`src/rtl/answer_judge.sv`:
```
// answer_judge: debounces the player's key code and checks each accepted press
// against the nibble sequence latched at arm; all outputs are registered.
module answer_judge #(
   parameter int DEBOUNCE_CYCLES = 4,
   parameter int TIMEOUT_CYCLES  = 64
) (
   input  logic        clk,
   input  logic        reset,
   input  logic [31:0] seq_data,
   input  logic [3:0]  seq_last,
   input  logic        arm,
   input  logic [3:0]  key_code,
   input  logic        score_clr,
   output logic [3:0]  answer,
   output logic        answer_enable,
   output logic        hit,
   output logic        miss,
   output logic        timeout,
   output logic        round_done,
   output logic        busy,
   output logic [3:0]  expect_index,
   output logic [6:0]  score
);

   localparam logic [7:0]  DEB_LIMIT = 8'(DEBOUNCE_CYCLES);
   localparam logic [15:0] TMO_LAST  = 16'(TIMEOUT_CYCLES - 1);

   typedef enum logic [2:0] {
      IDLE         = 3'd0,
      WAIT_PRESS   = 3'd1,
      STABLE       = 3'd2,
      WAIT_RELEASE = 3'd3,
      DONE_RELEASE = 3'd4
   } state_t;

   state_t      state_r;
   state_t      state_nx_s;
   logic [31:0] seq_r;
   logic [2:0]  last_r;
   logic [3:0]  cand_r;
   logic [7:0]  cnt_r;
   logic [7:0]  cnt_nx_s;
   logic [7:0]  cnt_inc_s;
   logic [15:0] timer_r;
   logic [15:0] timer_nx_s;
   logic [3:0]  expected_s;
   logic        key_zero_s;
   logic        key_same_s;
   logic        match_s;
   logic        at_last_s;
   logic        arm_go_s;
   logic        capture_s;
   logic        accept_s;
   logic        tmo_s;
   logic        rel_done_s;
   logic [3:0]  answer_nx_s;
   logic [3:0]  expect_index_nx_s;
   logic [6:0]  score_nx_s;
   logic        answer_enable_nx_s;
   logic        hit_nx_s;
   logic        miss_nx_s;
   logic        timeout_nx_s;
   logic        round_done_nx_s;
   logic        busy_nx_s;

   assign cnt_inc_s  = cnt_r + 8'd1;
   assign key_zero_s = (key_code == 4'd0);
   assign key_same_s = (key_code == cand_r);
   assign expected_s = seq_r[{expect_index[2:0], 2'b00} +: 4];
   assign match_s    = (cand_r == expected_s);
   assign at_last_s  = (expect_index == {1'b0, last_r});
   assign arm_go_s   = (state_r == IDLE) && arm;
   assign capture_s  = (state_r == WAIT_PRESS) && !key_zero_s;
   assign accept_s   = (state_r == STABLE) && key_same_s && (cnt_inc_s == DEB_LIMIT);
   // An accept in the same cycle suppresses the timeout.
   assign tmo_s      = ((state_r == WAIT_PRESS) || (state_r == STABLE)) &&
                       (timer_r == TMO_LAST) && !accept_s;
   assign rel_done_s = ((state_r == WAIT_RELEASE) || (state_r == DONE_RELEASE)) &&
                       key_zero_s && (cnt_inc_s == DEB_LIMIT);

   // State register.
   always_ff @(posedge clk or negedge reset) begin
      if (!reset) begin
         state_r <= IDLE;
      end else begin
         state_r <= state_nx_s;
      end
   end

   // Next-state decode.
   always_comb begin
      state_nx_s = state_r;
      case (state_r)
         IDLE: begin
            if (arm) state_nx_s = WAIT_PRESS;
            else     state_nx_s = IDLE;
         end
         WAIT_PRESS: begin
            if (tmo_s)            state_nx_s = IDLE;
            else if (!key_zero_s) state_nx_s = STABLE;
            else                  state_nx_s = WAIT_PRESS;
         end
         STABLE: begin
            if (accept_s) begin
               if (match_s && !at_last_s) state_nx_s = WAIT_RELEASE;
               else                       state_nx_s = DONE_RELEASE;
            end else if (tmo_s) begin
               state_nx_s = IDLE;
            end else if (!key_same_s) begin
               state_nx_s = WAIT_PRESS;
            end else begin
               state_nx_s = STABLE;
            end
         end
         WAIT_RELEASE: begin
            if (rel_done_s) state_nx_s = WAIT_PRESS;
            else            state_nx_s = WAIT_RELEASE;
         end
         DONE_RELEASE: begin
            if (rel_done_s) state_nx_s = IDLE;
            else            state_nx_s = DONE_RELEASE;
         end
         default: state_nx_s = IDLE;
      endcase
   end

   // Next values of the registered outputs.
   always_comb begin
      answer_enable_nx_s = accept_s;
      hit_nx_s           = accept_s && match_s;
      miss_nx_s          = (accept_s && !match_s) || tmo_s;
      timeout_nx_s       = tmo_s;
      round_done_nx_s    = accept_s && match_s && at_last_s;
      busy_nx_s          = (state_nx_s != IDLE);
      if (accept_s) answer_nx_s = cand_r;
      else          answer_nx_s = answer;
      if (arm_go_s)                                 expect_index_nx_s = 4'd0;
      else if (accept_s && match_s && !at_last_s)   expect_index_nx_s = expect_index + 4'd1;
      else                                          expect_index_nx_s = expect_index;
      if (score_clr)                                score_nx_s = 7'd0;
      else if (round_done_nx_s && score != 7'd127)  score_nx_s = score + 7'd1;
      else                                          score_nx_s = score;
   end

   // Debounce count and inactivity timer.
   always_comb begin
      cnt_nx_s   = cnt_r;
      timer_nx_s = timer_r;
      case (state_r)
         IDLE: begin
            cnt_nx_s = 8'd0;
            if (arm_go_s) timer_nx_s = 16'd0;
            else          timer_nx_s = timer_r;
         end
         WAIT_PRESS, STABLE: begin
            if (capture_s)                     cnt_nx_s = 8'd1;
            else if (accept_s)                 cnt_nx_s = 8'd0;
            else if (state_r == STABLE && key_same_s) cnt_nx_s = cnt_inc_s;
            else                               cnt_nx_s = cnt_r;
            if (tmo_s) timer_nx_s = 16'd0;
            else       timer_nx_s = timer_r + 16'd1;
         end
         WAIT_RELEASE, DONE_RELEASE: begin
            if (!key_zero_s || rel_done_s) cnt_nx_s = 8'd0;
            else                           cnt_nx_s = cnt_inc_s;
            if (rel_done_s && state_r == WAIT_RELEASE) timer_nx_s = 16'd0;
            else                                       timer_nx_s = timer_r;
         end
         default: begin
            cnt_nx_s   = 8'd0;
            timer_nx_s = 16'd0;
         end
      endcase
   end

   // Datapath and output registers.
   always_ff @(posedge clk or negedge reset) begin
      if (!reset) begin
         seq_r         <= 32'd0;
         last_r        <= 3'd0;
         cand_r        <= 4'd0;
         cnt_r         <= 8'd0;
         timer_r       <= 16'd0;
         answer        <= 4'd0;
         answer_enable <= 1'b0;
         hit           <= 1'b0;
         miss          <= 1'b0;
         timeout       <= 1'b0;
         round_done    <= 1'b0;
         busy          <= 1'b0;
         expect_index  <= 4'd0;
         score         <= 7'd0;
      end else begin
         if (arm_go_s) begin
            seq_r  <= seq_data;
            last_r <= (seq_last > 4'd7) ? 3'd7 : seq_last[2:0];
         end
         if (capture_s) cand_r <= key_code;
         cnt_r         <= cnt_nx_s;
         timer_r       <= timer_nx_s;
         answer        <= answer_nx_s;
         answer_enable <= answer_enable_nx_s;
         hit           <= hit_nx_s;
         miss          <= miss_nx_s;
         timeout       <= timeout_nx_s;
         round_done    <= round_done_nx_s;
         busy          <= busy_nx_s;
         expect_index  <= expect_index_nx_s;
         score         <= score_nx_s;
      end
   end

endmodule
```
`config.mk`:
```
export PLATFORM = sky130hd
export DESIGN_NAME = answer_judge
export DESIGN_NICKNAME = d
export VERILOG_FILES = /design/src/rtl/answer_judge.sv
export SDC_FILE = /design/constraint.sdc
export NUM_CORES = 1
export LEC_CHECK = 0
export BUFFER_PORTS_ARGS = -buffer_cell sky130_fd_sc_hd__buf_4
export CORE_UTILIZATION = 64
export CTS_BUF_LIST = sky130_fd_sc_hd__clkbuf_4 sky130_fd_sc_hd__clkbuf_8
export DETAILED_ROUTE_END_ITERATION = 12
export HOLD_SLACK_MARGIN = 0.12
export PLACE_DENSITY = 0.88
export SYNTH_ARGS = -nofsm -noshare
export SYNTH_HDL_FRONTEND = slang
export SYNTH_SLANG_ARGS = --single-unit
```
`constraint.sdc`:
```
create_clock -name clk -period 4.9 [get_ports clk]
set_input_delay 0 -clock clk [delete_from_list [all_inputs] [get_ports clk]]
set_output_delay 0 -clock clk [all_outputs]
set_load 0.05 [all_outputs]
```
== Word-level counts from Yosys, hierarchy flattened ==
Index checks and enable logic that the tools add are counted.

* Bits in registers: 87
* Input port bits: 44
* Logic and storage cells: 89
* Output and inout port bits: 21

* Add/subtract/negate cells: 4
* Multiplexer cells: 24
* $lt $le $gt $ge: 1
* Shift operators: 1
* Reduce and logical (&&, ||, !) cells: 31
* Equality and inequality tests: 13

{| class="wikitable"
|+ Operators by type and width
! operator !! count
|-
| 16-bit 2-to-1 mux || 3
|-
| 16-bit case mux with 3 select lines || 1
|-
| 8-bit 2-to-1 mux || 4
|-
| 32-bit by 6-bit variable part select with 4-bit output || 1
|-
| 16-bit by 1-bit adder with 16-bit output, second input constant || 1
|-
| 16-bit by 6-bit == test with 1-bit output, second input constant || 1
|-
| 8-bit case mux with 2 select lines || 1
|-
| 1-bit logical AND || 15
|-
| 3-bit case mux with 5 select lines || 1
|-
| 7-bit 2-to-1 mux || 2
|-
| 3-bit 2-to-1 mux || 4
|-
| 2-bit 2-to-1 mux || 5
|-
| 8-bit by 1-bit adder with 8-bit output, second input constant || 1
|-
| 4-bit == test || 2
|-
| 8-bit by 3-bit == test with 1-bit output, second input constant || 1
|-
| 4-bit 2-to-1 mux || 2
|-
| 7-bit by 1-bit adder with 7-bit output, second input constant || 1
|-
| 7-bit inequality test, second input constant || 1
|-
| 3-bit by 2-bit == test with 1-bit output, second input constant || 2
|-
| 4-bit by 1-bit adder with 4-bit output, second input constant || 1
|-
| 4-bit by 3-bit == test with 1-bit output || 1
|-
| 4-bit by 3-bit > comparator with 1-bit output, second input constant || 1
|-
| 1-bit zero test || 4
|-
| 4-bit zero test || 1
|-
| 11 further kinds || 17
|}

== Longest topological paths before layout ==
Gate-level depths: netlist of the first run.

* Depth after elaboration: 9
* Mapped depth: 9
* Mapped depth without buffers: 9

== Worst setup path before layout of the first run ==
Ideal clock, no wire load.

* Kind: register to register
* From: register expect_index[1]
* To: register score[4]
* Slack: 2190 ps
* Data arrival time: 2633 ps
* Stages on the path, launching flop included: 9
* Path through: dfrtp_1 -> buf_2 -> buf_2 -> mux2i_1 -> a221oi_1 -> xnor2_1 -> nand4_1 -> or4_1 -> a21oi_1

* Cells in the longest elaborated chain, start to end: 6
* Elaborated cells between the ends (all ways): 7

{| class="wikitable"
|+ RTL lines
! item !! RTL line !! source
|-
| start: declaration || 21 || <nowiki>output logic [3:0] expect_index,</nowiki>
|-
| start signal: assignment || 208 || <nowiki>expect_index <= expect_index_nx_s;</nowiki>
|-
| 32-bit by 6-bit variable part select with 4-bit output || 69 || <nowiki>assign expected_s = seq_r[{expect_index[2:0], 2'b00} +: 4];</nowiki>
|-
| 4-bit == test || 70 || <nowiki>assign match_s = (cand_r == expected_s);</nowiki>
|-
| 1-bit logical AND || 133 || <nowiki>round_done_nx_s = accept_s && match_s && at_last_s;</nowiki>
|-
| 1-bit logical AND * || 133 ||
|-
| 1-bit logical AND * || 141 || <nowiki>else if (round_done_nx_s && score != 7'd127) score_nx_s = score + 7'd1;</nowiki>
|-
| 2-bit nonzero test (no source line) * || n/a ||
|-
| end signal: assignment || 209 || <nowiki>score <= score_nx_s;</nowiki>
|-
| end: declaration || 22 || <nowiki>output logic [6:0] score</nowiki>
|}

Mark *: on every way between the ends. The rest lies on a longest branch, timed or not.
A chain may end at the register's enable or synchronous reset.

== Worst setup path in the final report of the first run ==
Ends and elaborated chain as after synthesis.

==> flow_summary.html, run 1 <==
<table>
<tr><th>Metric</th><th>Value</th></tr>
<tr><th colspan="2">GRT</th></tr>
<tr><td>First-pass GRT wire length</td><td>21.8 mm</td></tr>
<tr><td>Final global-route overflow total</td><td>0</td></tr>
<tr><td>Number of antenna violations at the first check in global routing</td><td>0</td></tr>
<tr><td>Largest net degree at the start of global routing</td><td>88</td></tr>
<tr><td>Number of global-route vias before repair</td><td>4377</td></tr>
<tr><td>Global-route usage over all layers</td><td>0.398</td></tr>
<tr><th colspan="2">Setup path</th></tr>
<tr><td>Required time of the critical path</td><td>roughly 5.2 ns</td></tr>
<tr><td>Crit Path Class</td><td>reg2reg</td></tr>
<tr><td>Critical path fanouts, max</td><td>21</td></tr>
<tr><td>R2R Path Start</td><td>expect_index[1]$_DFFE_PN0P_</td></tr>
<tr><td>Start point of the critical path</td><td>expect_index[1]$_DFFE_PN0P_</td></tr>
<tr><td>Reg2reg setup slack</td><td>1.61 ns</td></tr>
<tr><td>Type of destination of the critical path</td><td>flip-flop</td></tr>
<tr><td>Data arrival, critical path</td><td>3.60 ns</td></tr>
<tr><td>Startpoint type of the worst setup path</td><td>flip-flop</td></tr>
<tr><th colspan="2">Layout</th></tr>
<tr><td>Most frequent cells in the layout</td><td>sky130_fd_sc_hd__nand2_1 (152), sky130_fd_sc_hd__dfrtp_1 (87), sky130_fd_sc_hd__buf_4 (66), sky130_fd_sc_hd__dlygate4sd3_1 (44), sky130_fd_sc_hd__nand3_1 (25)</td></tr>
<tr><td>Count of antenna diodes in the layout</td><td>0</td></tr>
<tr><td>Multi-input combinational cell area</td><td>roughly 0.0021 sq mm</td></tr>
<tr><td>Count of filler cells inserted in the layout</td><td>305</td></tr>
<tr><td>Most common cell after layout, fill and taps aside</td><td>sky130_fd_sc_hd__nand2_1</td></tr>
<tr><td>Final cell count without fillers</td><td>between 600 and 700</td></tr>
<tr><td>Final nets</td><td>640</td></tr>
<tr><td>Proportion of layout cells with a drive suffix above 1</td><td>0.181</td></tr>
<tr><td>FF/Latch Area</td><td>0.00218 sq mm</td></tr>
<tr><td>Post-layout instance area</td><td>0.00556 sq mm</td></tr>
<tr><td>Layout overhead on the synthesized area</td><td>25.3%</td></tr>
<tr><th colspan="2">Power</th></tr>
<tr><td>Worst ir drop on vdd</td><td>210 uV</td></tr>
<tr><td>Pwr per Cell Area</td><td>277 mW/mm^2</td></tr>
<tr><td>Clock network fraction of total power</td><td>0.319</td></tr>
<tr><td>Net Switching</td><td>454 uW</td></tr>
<tr><td>Static Leakage</td><td>~2.7 nW</td></tr>
<tr><td>Internal power consumption</td><td>between 1 and 1.5 mW</td></tr>
<tr><td>Switching fraction of total power</td><td>0.294</td></tr>
<tr><td>Power share of the sequential group</td><td>0.549</td></tr>
<tr><td>Total chip power</td><td>between 1.5 and 2 mW</td></tr>
<tr><td>Logic pwr share</td><td>0.132</td></tr>
<tr><th colspan="2">Clock tree</th></tr>
<tr><td>Clk Latency, worst-skew pair</td><td>0.38 ns</td></tr>
<tr><td>Total number of H-tree levels</td><td>3</td></tr>
<tr><td>Max Buffers Root-to-Sink</td><td>2</td></tr>
<tr><td>Number of CTS-inserted buffers</td><td>9</td></tr>
<tr><td>Clock sink total</td><td>87</td></tr>
<tr><td>Clock-pin slew of the registers on the worst-case setup and hold paths</td><td>0.10 ns</td></tr>
<tr><td>Resize count post-CTS</td><td>0</td></tr>
<tr><td>TritonCTS clock tree</td><td>done</td></tr>
<tr><td>Clock tree root buffer cell</td><td>sky130_fd_sc_hd__clkbuf_8</td></tr>
<tr><th colspan="2">STA</th></tr>
<tr><td>Setup skew after layout</td><td>0.0162 ns</td></tr>
<tr><td>Minimum clock period after layout</td><td>3.29 ns</td></tr>
<tr><td>Actual slew at the worst max-slew pin</td><td>between 1 and 1.5 ns</td></tr>
<tr><td>RSZ-0062 raised after global routing</td><td>no</td></tr>
<tr><td>Relative slew slack</td><td>0.259</td></tr>
<tr><td>Worst Hold Slack</td><td>0.356 ns</td></tr>
<tr><td>Final worst-path cycle share</td><td>0.672</td></tr>
<tr><td>Max-slew violations</td><td>0</td></tr>
<tr><td>Maximum clock rate</td><td>between 300 and 400 MHz</td></tr>
<tr><td>Setup_tns</td><td>0 ns</td></tr>
<tr><td>Number of hold violations in the final report</td><td>0</td></tr>
<tr><td>Final Setup Violations</td><td>0</td></tr>
<tr><th colspan="2">Place</th></tr>
<tr><td>DPL Wire Length</td><td>6.84 mm</td></tr>
<tr><td>Global placement routability congestion</td><td>0.893</td></tr>
<tr><td>Quantity of I/O buffers inserted on ports</td><td>64</td></tr>
<tr><td>Post-detailed-placement cell area</td><td>0.00493 sq mm</td></tr>
<tr><td>Post-Place Cells</td><td>approximately 600</td></tr>
<tr><th colspan="2">Die</th></tr>
<tr><td>Std cell rows</td><td>29</td></tr>
<tr><td>Initial cell density of the core</td><td>0.679</td></tr>
<tr><td>Number of ports placed on the die boundary</td><td>65</td></tr>
<tr><td>Width of the die</td><td>85.2 um</td></tr>
<tr><td>Core area</td><td>between 0.006 and 0.007 sq mm</td></tr>
<tr><td>Floorplan die area</td><td>0.00726 sq mm</td></tr>
<tr><td>DIE HEIGHT</td><td>85.2 um</td></tr>
<tr><th colspan="2">Yosys</th></tr>
<tr><td>Biggest area consumer among synthesized cells</td><td>sky130_fd_sc_hd__dfrtp_1</td></tr>
<tr><td>Cell Area, Synth</td><td>0.00443 sq mm</td></tr>
<tr><td>Top post-synthesis cells by area</td><td>sky130_fd_sc_hd__dfrtp_1 (49%), sky130_fd_sc_hd__nand2_1 (13%), sky130_fd_sc_hd__mux2_2 (3.3%), sky130_fd_sc_hd__nand3_1 (2.8%), sky130_fd_sc_hd__mux2i_1 (2.7%)</td></tr>
<tr><td>Count of warnings emitted by yosys</td><td>0</td></tr>
<tr><td>Most used flip-flop cell after synthesis</td><td>sky130_fd_sc_hd__dfrtp_1</td></tr>
<tr><td>Number of synthesized flops with an enable pin</td><td>0</td></tr>
<tr><td>Syn Inst Count</td><td>around 490</td></tr>
<tr><td>Syn_nets</td><td>541</td></tr>
<tr><td>Share of the yosys chip area belonging to registers</td><td>0.491</td></tr>
<tr><td>Post-synth cell types</td><td>53</td></tr>
<tr><td>Async SR Flop Fraction</td><td>1.00</td></tr>
<tr><td>Number of register bits inferred by synthesis</td><td>87</td></tr>
<tr><td>Post-synthesis average cell area</td><td>around 9 sq um</td></tr>
<tr><td>Share of the synthesized area in the top cell type</td><td>0.491</td></tr>
<tr><th colspan="2">Drt</th></tr>
<tr><td>DR WL/cell</td><td>20.1 um</td></tr>
<tr><td>Number of violations reported at the end of detailed-routing iteration 0</td><td>449</td></tr>
<tr><td>Drc violations</td><td>0</td></tr>
<tr><td>Via count of the routed design</td><td>about 4400</td></tr>
<tr><td>Number of nets with antenna violations after detailed routing</td><td>0</td></tr>
<tr><td>Average vias per placed instance</td><td>6.56</td></tr>
<tr><td>WL final</td><td>about 14 mm</td></tr>
<tr><td>Router iterations before antenna repair</td><td>6</td></tr>
<tr><th colspan="2">Run status</th></tr>
<tr><td>Status</td><td>complete, no violations</td></tr>
<tr><th colspan="2">Job</th></tr>
<tr><td>Reported max-cap violation count</td><td>0</td></tr>
<tr><th colspan="2">Worst hold path</th></tr>
<tr><td>Worst hold-check path type</td><td>in2async</td></tr>
</table>
worst max-delay path: stages, from the launching register on:
cell and delay (ns):
sky130_fd_sc_hd__dfrtp_1 1.02, sky130_fd_sc_hd__mux2_2 0.34, sky130_fd_sc_hd__o22ai_1 0.09, sky130_fd_sc_hd__a221oi_1 0.36, sky130_fd_sc_hd__xnor2_1 0.22, sky130_fd_sc_hd__nand4_1 0.36
sky130_fd_sc_hd__or4_1 0.65, sky130_fd_sc_hd__a21oi_1 0.18
final cells by class:
type | instances | area share
flip-flops and latches | 87 | 0.392
multi-input cells | 372 | 0.382
repair buffers | 110 | 0.168
clock buffers | 11 | 0.0273
well taps | 77 | 0.0173
inverters | 11 | 0.00743
clock inverters | 5 | 0.00586
registers in the layout, summed over array words and instances (netlist names):
| name | count |
|---|---|
| hit | 1 |
| busy | 1 |
| timeout | 1 |
| expect_index | 4 |
| answer | 4 |
| round_done | 1 |
| cand_r | 4 |
| answer_enable | 1 |
| miss | 1 |
| timer_r | 16 |
| last_r | 3 |
| state_r | 3 |
| score | 7 |
| seq_r | 32 |
| cnt_r | 8 |
synth_stat cells, types with 6 or more instances:
library cell                 n
sky130_fd_sc_hd__nand2b_1    6
sky130_fd_sc_hd__inv_1      10
sky130_fd_sc_hd__o22ai_1     6
sky130_fd_sc_hd__or3_1      11
sky130_fd_sc_hd__nor2_1     16
sky130_fd_sc_hd__mux2_2     13
sky130_fd_sc_hd__nand3_1    25
sky130_fd_sc_hd__nor3_1      7
sky130_fd_sc_hd__nand4_1     9
sky130_fd_sc_hd__clkbuf_1   12
sky130_fd_sc_hd__mux2i_1    12
sky130_fd_sc_hd__o311ai_1    7
sky130_fd_sc_hd__nand2_1   152
sky130_fd_sc_hd__xor2_1      6
sky130_fd_sc_hd__o21ai_0    14
sky130_fd_sc_hd__xnor2_1    11
sky130_fd_sc_hd__buf_2       7
sky130_fd_sc_hd__dfrtp_1    87
sky130_fd_sc_hd__a21oi_1    13
power by group through the flow:
stage | Combinational [mW] | Clock [mW] | Sequential, mW
after CTS | 0.189 | 0.471 | 0.840
final | 0.203 | 0.492 | 0.847
after global placement | 0.153 | 0 | 0.849
after global routing | 0.223 | 0.520 | 0.853
after detailed placement | 0.162 | 0 | 0.853
after floorplan | 0.102 | 0 | 0.836
routing by layer:
| layer | part of all wire | wire length (um) | GRT usage |
|---|---|---|---|
| met2 | 0.51 | 6860 | 0.680 |
| met4 | 0.053 | 713 | 0.199 |
| met5 | 0 | 0 | 0 |
| met1 | 0.36 | 4860 | 0.478 |
| met3 | 0.083 | 1120 | 0.0875 |
metrics by stage:
stage                     setup WS (ns)   util
final                              1.61  0.851
after global routing               1.57  0.851
after CTS                          1.91  0.851
after detailed placement           1.97  0.755
after global placement             2.06  0.755
after floorplan                    2.19      -
path summary, 6_finish.rpt:
check / to / cells after the start
worst max-delay path: score[4]$_DFFE_PN0P_ / 7
worst min register to register: seq_r[9]$_DFFE_PN0P_ / 2
worst min-delay path: timer_r[12]$_DFFE_PN0P_ / 2
max in group asynchronous: cnt_r[3]$_DFFE_PN0P_ / 2
min in group clk: seq_r[17]$_DFFE_PN0P_ / 6
worst max register to register: score[4]$_DFFE_PN0P_ / 7
kinds of logic (layout without fill, tap and decap cells):
family / Yosys count / after routing / share of synthesized area
DFF: 87 / 87 / 0.491
AOI/OAI and AO/OA: 69 / 69 / 0.107
buffers and inverters: 33 / 137 / 0.0316
xor gates and xnor gates: 17 / 17 / 0.0336
and+or+nand+nor: 256 / 256 / 0.262
adders and majority gates: 5 / 5 / 0.0141
muxes: 25 / 25 / 0.0601
what timing repair did:
action,in CTS,in global routing
hold endpoints to repair,133,0
setup buffers,0,0
hold buffers,44,0
Note: power is estimated with default switching activity, not from simulation.
==> run 2: changes to the inputs <==
CORE_UTILIZATION = 53   (was 64)
PLACE_DENSITY = 0.78   (was 0.88)
clock period = 2.8 ns   (was 4.9 ns; I/O delays follow)
==> flow_summary.html, run 2 (synthesis results as in run 1) <==
<table>
<tr><th>Metric</th><th>Value</th></tr>
<tr><th colspan="2">Power</th></tr>
<tr><td>Static Leakage</td><td>2.73 nW (was 2.65 nW)</td></tr>
<tr><td>Worst ir drop on vdd</td><td>279 uV (was 210 uV)</td></tr>
<tr><td>Pwr per Cell Area</td><td>472 mW/mm^2 (was 277 mW/mm^2)</td></tr>
<tr><th colspan="2">STA</th></tr>
<tr><td>Max-slew violations</td><td>0 (unchanged)</td></tr>
<tr><td>Actual slew at the worst max-slew pin</td><td>1.09 ns (was 1.10 ns)</td></tr>
<tr><td>Setup skew after layout</td><td>0.0118 ns (was 0.0162 ns)</td></tr>
<tr><td>Relative slew slack</td><td>0.275 (was 0.259)</td></tr>
<tr><td>Number of hold violations in the final report</td><td>0 (unchanged)</td></tr>
<tr><td>Final Setup Violations</td><td>0 (unchanged)</td></tr>
<tr><td>RSZ-0062 raised after global routing</td><td>no (unchanged)</td></tr>
<tr><td>Minimum clock period after layout</td><td>2.66 ns (was 3.29 ns)</td></tr>
<tr><td>Setup_tns</td><td>0 ns (unchanged)</td></tr>
<tr><td>Final worst-path cycle share</td><td>0.948 (was 0.672)</td></tr>
<tr><td>Maximum clock rate</td><td>377 MHz (was 304 MHz)</td></tr>
<tr><th colspan="2">Clock tree</th></tr>
<tr><td>Total number of H-tree levels</td><td>3 (unchanged)</td></tr>
<tr><td>Max Buffers Root-to-Sink</td><td>2 (unchanged)</td></tr>
<tr><td>Number of CTS-inserted buffers</td><td>9 (unchanged)</td></tr>
<tr><td>Clock-pin slew of the registers on the worst-case setup and hold paths</td><td>0.09 ns (was 0.10 ns)</td></tr>
<tr><td>Clk Latency, worst-skew pair</td><td>0.35 ns (was 0.38 ns)</td></tr>
<tr><td>TritonCTS clock tree</td><td>done (unchanged)</td></tr>
<tr><td>Clock tree root buffer cell</td><td>sky130_fd_sc_hd__clkbuf_8 (unchanged)</td></tr>
<tr><td>Clock sink total</td><td>87 (unchanged)</td></tr>
<tr><th colspan="2">Die</th></tr>
<tr><td>Std cell rows</td><td>32 (was 29)</td></tr>
<tr><td>Initial cell density of the core</td><td>0.562 (was 0.679)</td></tr>
<tr><td>Floorplan die area</td><td>0.00873 sq mm (was 0.00726 sq mm)</td></tr>
<tr><td>Width of the die</td><td>93.5 um (was 85.2 um)</td></tr>
<tr><td>Core area</td><td>0.00789 sq mm (was 0.00653 sq mm)</td></tr>
<tr><td>Number of ports placed on the die boundary</td><td>65 (unchanged)</td></tr>
<tr><td>DIE HEIGHT</td><td>93.5 um (was 85.2 um)</td></tr>
<tr><th colspan="2">Drt</th></tr>
<tr><td>Number of nets with antenna violations after detailed routing</td><td>0 (unchanged)</td></tr>
<tr><td>Average vias per placed instance</td><td>5.57 (was 6.56)</td></tr>
<tr><td>Drc violations</td><td>0 (unchanged)</td></tr>
<tr><td>Router iterations before antenna repair</td><td>7 (was 6)</td></tr>
<tr><td>DR WL/cell</td><td>15.0 um (was 20.1 um)</td></tr>
<tr><td>Via count of the routed design</td><td>3962 (was 4413)</td></tr>
<tr><td>Number of violations reported at the end of detailed-routing iteration 0</td><td>153 (was 449)</td></tr>
<tr><td>WL final</td><td>10.7 mm (was 13.6 mm)</td></tr>
<tr><th colspan="2">Layout</th></tr>
<tr><td>Proportion of layout cells with a drive suffix above 1</td><td>0.202 (was 0.181)</td></tr>
<tr><td>Final nets</td><td>652 (was 640)</td></tr>
<tr><td>Register containing the most flip-flops in the final layout</td><td>seq_r (unchanged)</td></tr>
<tr><td>Max reg flops</td><td>32 (unchanged)</td></tr>
<tr><td>Layout overhead on the synthesized area</td><td>29.1% (was 25.3%)</td></tr>
<tr><td>Final cell utilization of the core</td><td>0.726 (was 0.851)</td></tr>
<tr><td>Largest registers</td><td>seq_r (32), timer_r (16), cnt_r (8) (unchanged)</td></tr>
<tr><td>Most frequent cells in the layout</td><td>sky130_fd_sc_hd__nand2_1 (152), sky130_fd_sc_hd__dfrtp_1 (86), sky130_fd_sc_hd__buf_4 (77), sky130_fd_sc_hd__dlygate4sd3_1 (44), sky130_fd_sc_hd__nand3_1 (25) (was sky130_fd_sc_hd__nand2_1 (152), sky130_fd_sc_hd__dfrtp_1 (87), sky130_fd_sc_hd__buf_4 (66), sky130_fd_sc_hd__dlygate4sd3_1 (44), sky130_fd_sc_hd__nand3_1 (25))</td></tr>
<tr><td>Most common cell after layout, fill and taps aside</td><td>sky130_fd_sc_hd__nand2_1 (unchanged)</td></tr>
<tr><th colspan="2">Job</th></tr>
<tr><td>Reported max-cap violation count</td><td>0 (unchanged)</td></tr>
<tr><th colspan="2">Setup path</th></tr>
<tr><td>Type of destination of the critical path</td><td>flip-flop (unchanged)</td></tr>
<tr><td>Critical Path, Cell by Cell</td><td>ha_1, nand2b_1, a2111oi_4, and4_4, nand3_4, or2_4, or4_1, a21oi_1 (was mux2_2, o22ai_1, a221oi_1, xnor2_1, nand4_1, or4_1, a21oi_1)</td></tr>
<tr><td>Count of buffering cells on the critical path with inverters included</td><td>0 (unchanged)</td></tr>
<tr><td>Critical path fanouts, max</td><td>6 (was 21)</td></tr>
<tr><td>Start point of the critical path</td><td>cnt_r[1]$_DFFE_PN0P_ (was expect_index[1]$_DFFE_PN0P_)</td></tr>
<tr><td>Biggest cell delay along the critical path</td><td>0.46 ns (was 1.02 ns)</td></tr>
<tr><td>Top Family by Delay on Critical Path</td><td>simple AND/OR/NAND/NOR gates (was flip-flops)</td></tr>
<tr><td>Required time of the critical path</td><td>3.08 ns (was 5.21 ns)</td></tr>
<tr><td>Crit Path Class</td><td>reg2reg (unchanged)</td></tr>
<tr><td>Reg2reg setup slack</td><td>0.14 ns (was 1.61 ns)</td></tr>
<tr><td>Cell with the largest stage delay on the worst path</td><td>sky130_fd_sc_hd__or4_1 (was sky130_fd_sc_hd__dfrtp_1)</td></tr>
<tr><td>Count of cells along the worst register-to-register path</td><td>8 (was 7)</td></tr>
<tr><td>Data arrival, critical path</td><td>2.93 ns (was 3.60 ns)</td></tr>
<tr><td>WP depth</td><td>8 (was 7)</td></tr>
<tr><td>Startpoint type of the worst setup path</td><td>flip-flop (unchanged)</td></tr>
<tr><td>R2R Path Start</td><td>cnt_r[1]$_DFFE_PN0P_ (was expect_index[1]$_DFFE_PN0P_)</td></tr>
<tr><th colspan="2">GRT</th></tr>
<tr><td>First-pass GRT wire length</td><td>17.5 mm (was 21.8 mm)</td></tr>
<tr><td>Number of global-route vias before repair</td><td>3785 (was 4377)</td></tr>
<tr><td>Largest net degree at the start of global routing</td><td>88 (unchanged)</td></tr>
<tr><td>Number of antenna violations at the first check in global routing</td><td>0 (unchanged)</td></tr>
<tr><td>Global-route usage over all layers</td><td>0.256 (was 0.398)</td></tr>
<tr><td>Final global-route overflow total</td><td>0 (unchanged)</td></tr>
<tr><th colspan="2">Place</th></tr>
<tr><td>DPL Wire Length</td><td>6.84 mm (about the same)</td></tr>
<tr><td>Quantity of I/O buffers inserted on ports</td><td>64 (unchanged)</td></tr>
<tr><td>Global placement routability congestion</td><td>0.878 (was 0.893)</td></tr>
<tr><th colspan="2">Worst hold path</th></tr>
<tr><td>Cell depth of the worst min-delay path</td><td>6</td></tr>
<tr><td>Hold Path Origin</td><td>arm</td></tr>
<tr><td>Worst hold-check path type</td><td>in2reg (was in2async)</td></tr>
<tr><th colspan="2">Run status</th></tr>
<tr><td>Status</td><td>complete, no violations (unchanged)</td></tr>
</table>
## run 2: layout make-up
type | instances | area [sq um]
Sequential cell | 87 | 2180
Fill cell | 556 | 2160
Multi-Input combinational cell | 372 | 2130
Timing Repair Buffer | 122 | 1040
Clock buffer | 10 | 131
Tap cell | 102 | 128
Clock inverter | 6 | 70.1
Inverter | 11 | 41.3
Antenna cell | 1 | 2.50
## run 2: metrics by stage
stage | setup WS (ns) | instances | total power [mW] | hold WS [ns] | instance area, sq um
3_5_place_dp | -0.0479 | 650 | 1.78 | 0.192 | 5060
2_1_floorplan | 0.0898 | 492 | 1.64 | -0.296 | 4430
6_report | 0.145 | 711 | 2.70 | 0.336 | 5720
5_1_grt | 0.0555 | 710 | 2.82 | 0.371 | 5720
3_3_place_gp | 0.0916 | 650 | 1.76 | 0.189 | 5060
4_1_cts | 0.0969 | 710 | 2.71 | 0.330 | 5710
## run 2: power by group
group | internal, mW | total (mW) | leakage, nW | switching (mW)
Combinational | 0.181 | 0.343 | 1.49 | 0.162
Sequential | 1.36 | 1.47 | 1.13 | 0.112
Clock | 0.429 | 0.892 | 0.0978 | 0.463
Total | 1.97 | 2.70 | 2.73 | 0.737
## run 2: what timing repair did
item | in CTS | in global routing
setup buffers | 0 | 0
hold buffers | 44 | 0
endpoints found under the setup margin | 4 | 3
hold endpoints to repair | 133 | 0
gates resized for setup | 1 | 3
## run 2: final timing paths
kind | end
min in group asynchronous | timer_r[10]$_DFFE_PN0P_
setup / recovery | score[4]$_DFFE_PN0P_
setup reg to reg | score[4]$_DFFE_PN0P_
max in group asynchronous | cnt_r[1]$_DFFE_PN0P_
hold reg to reg | seq_r[1]$_DFFE_PN0P_
hold / removal | timer_r[14]$_DFFE_PN0P_
## run 2: per-layer routing
metal	track usage	up-vias	share of wire
li1	-	1931	-
met1	0.320	1915	0.43
met2	0.449	92	0.51
met3	0.0382	24	0.035
met4	0.0936	0	0.027
met5	0	-	0
## run 2: worst min-delay path: cells and delay by family
kind / cells / cell delay [ns]
simple gates: 3 / 0.33
buf+inv: 1 / 0.09
compound gates: 2 / 0.25
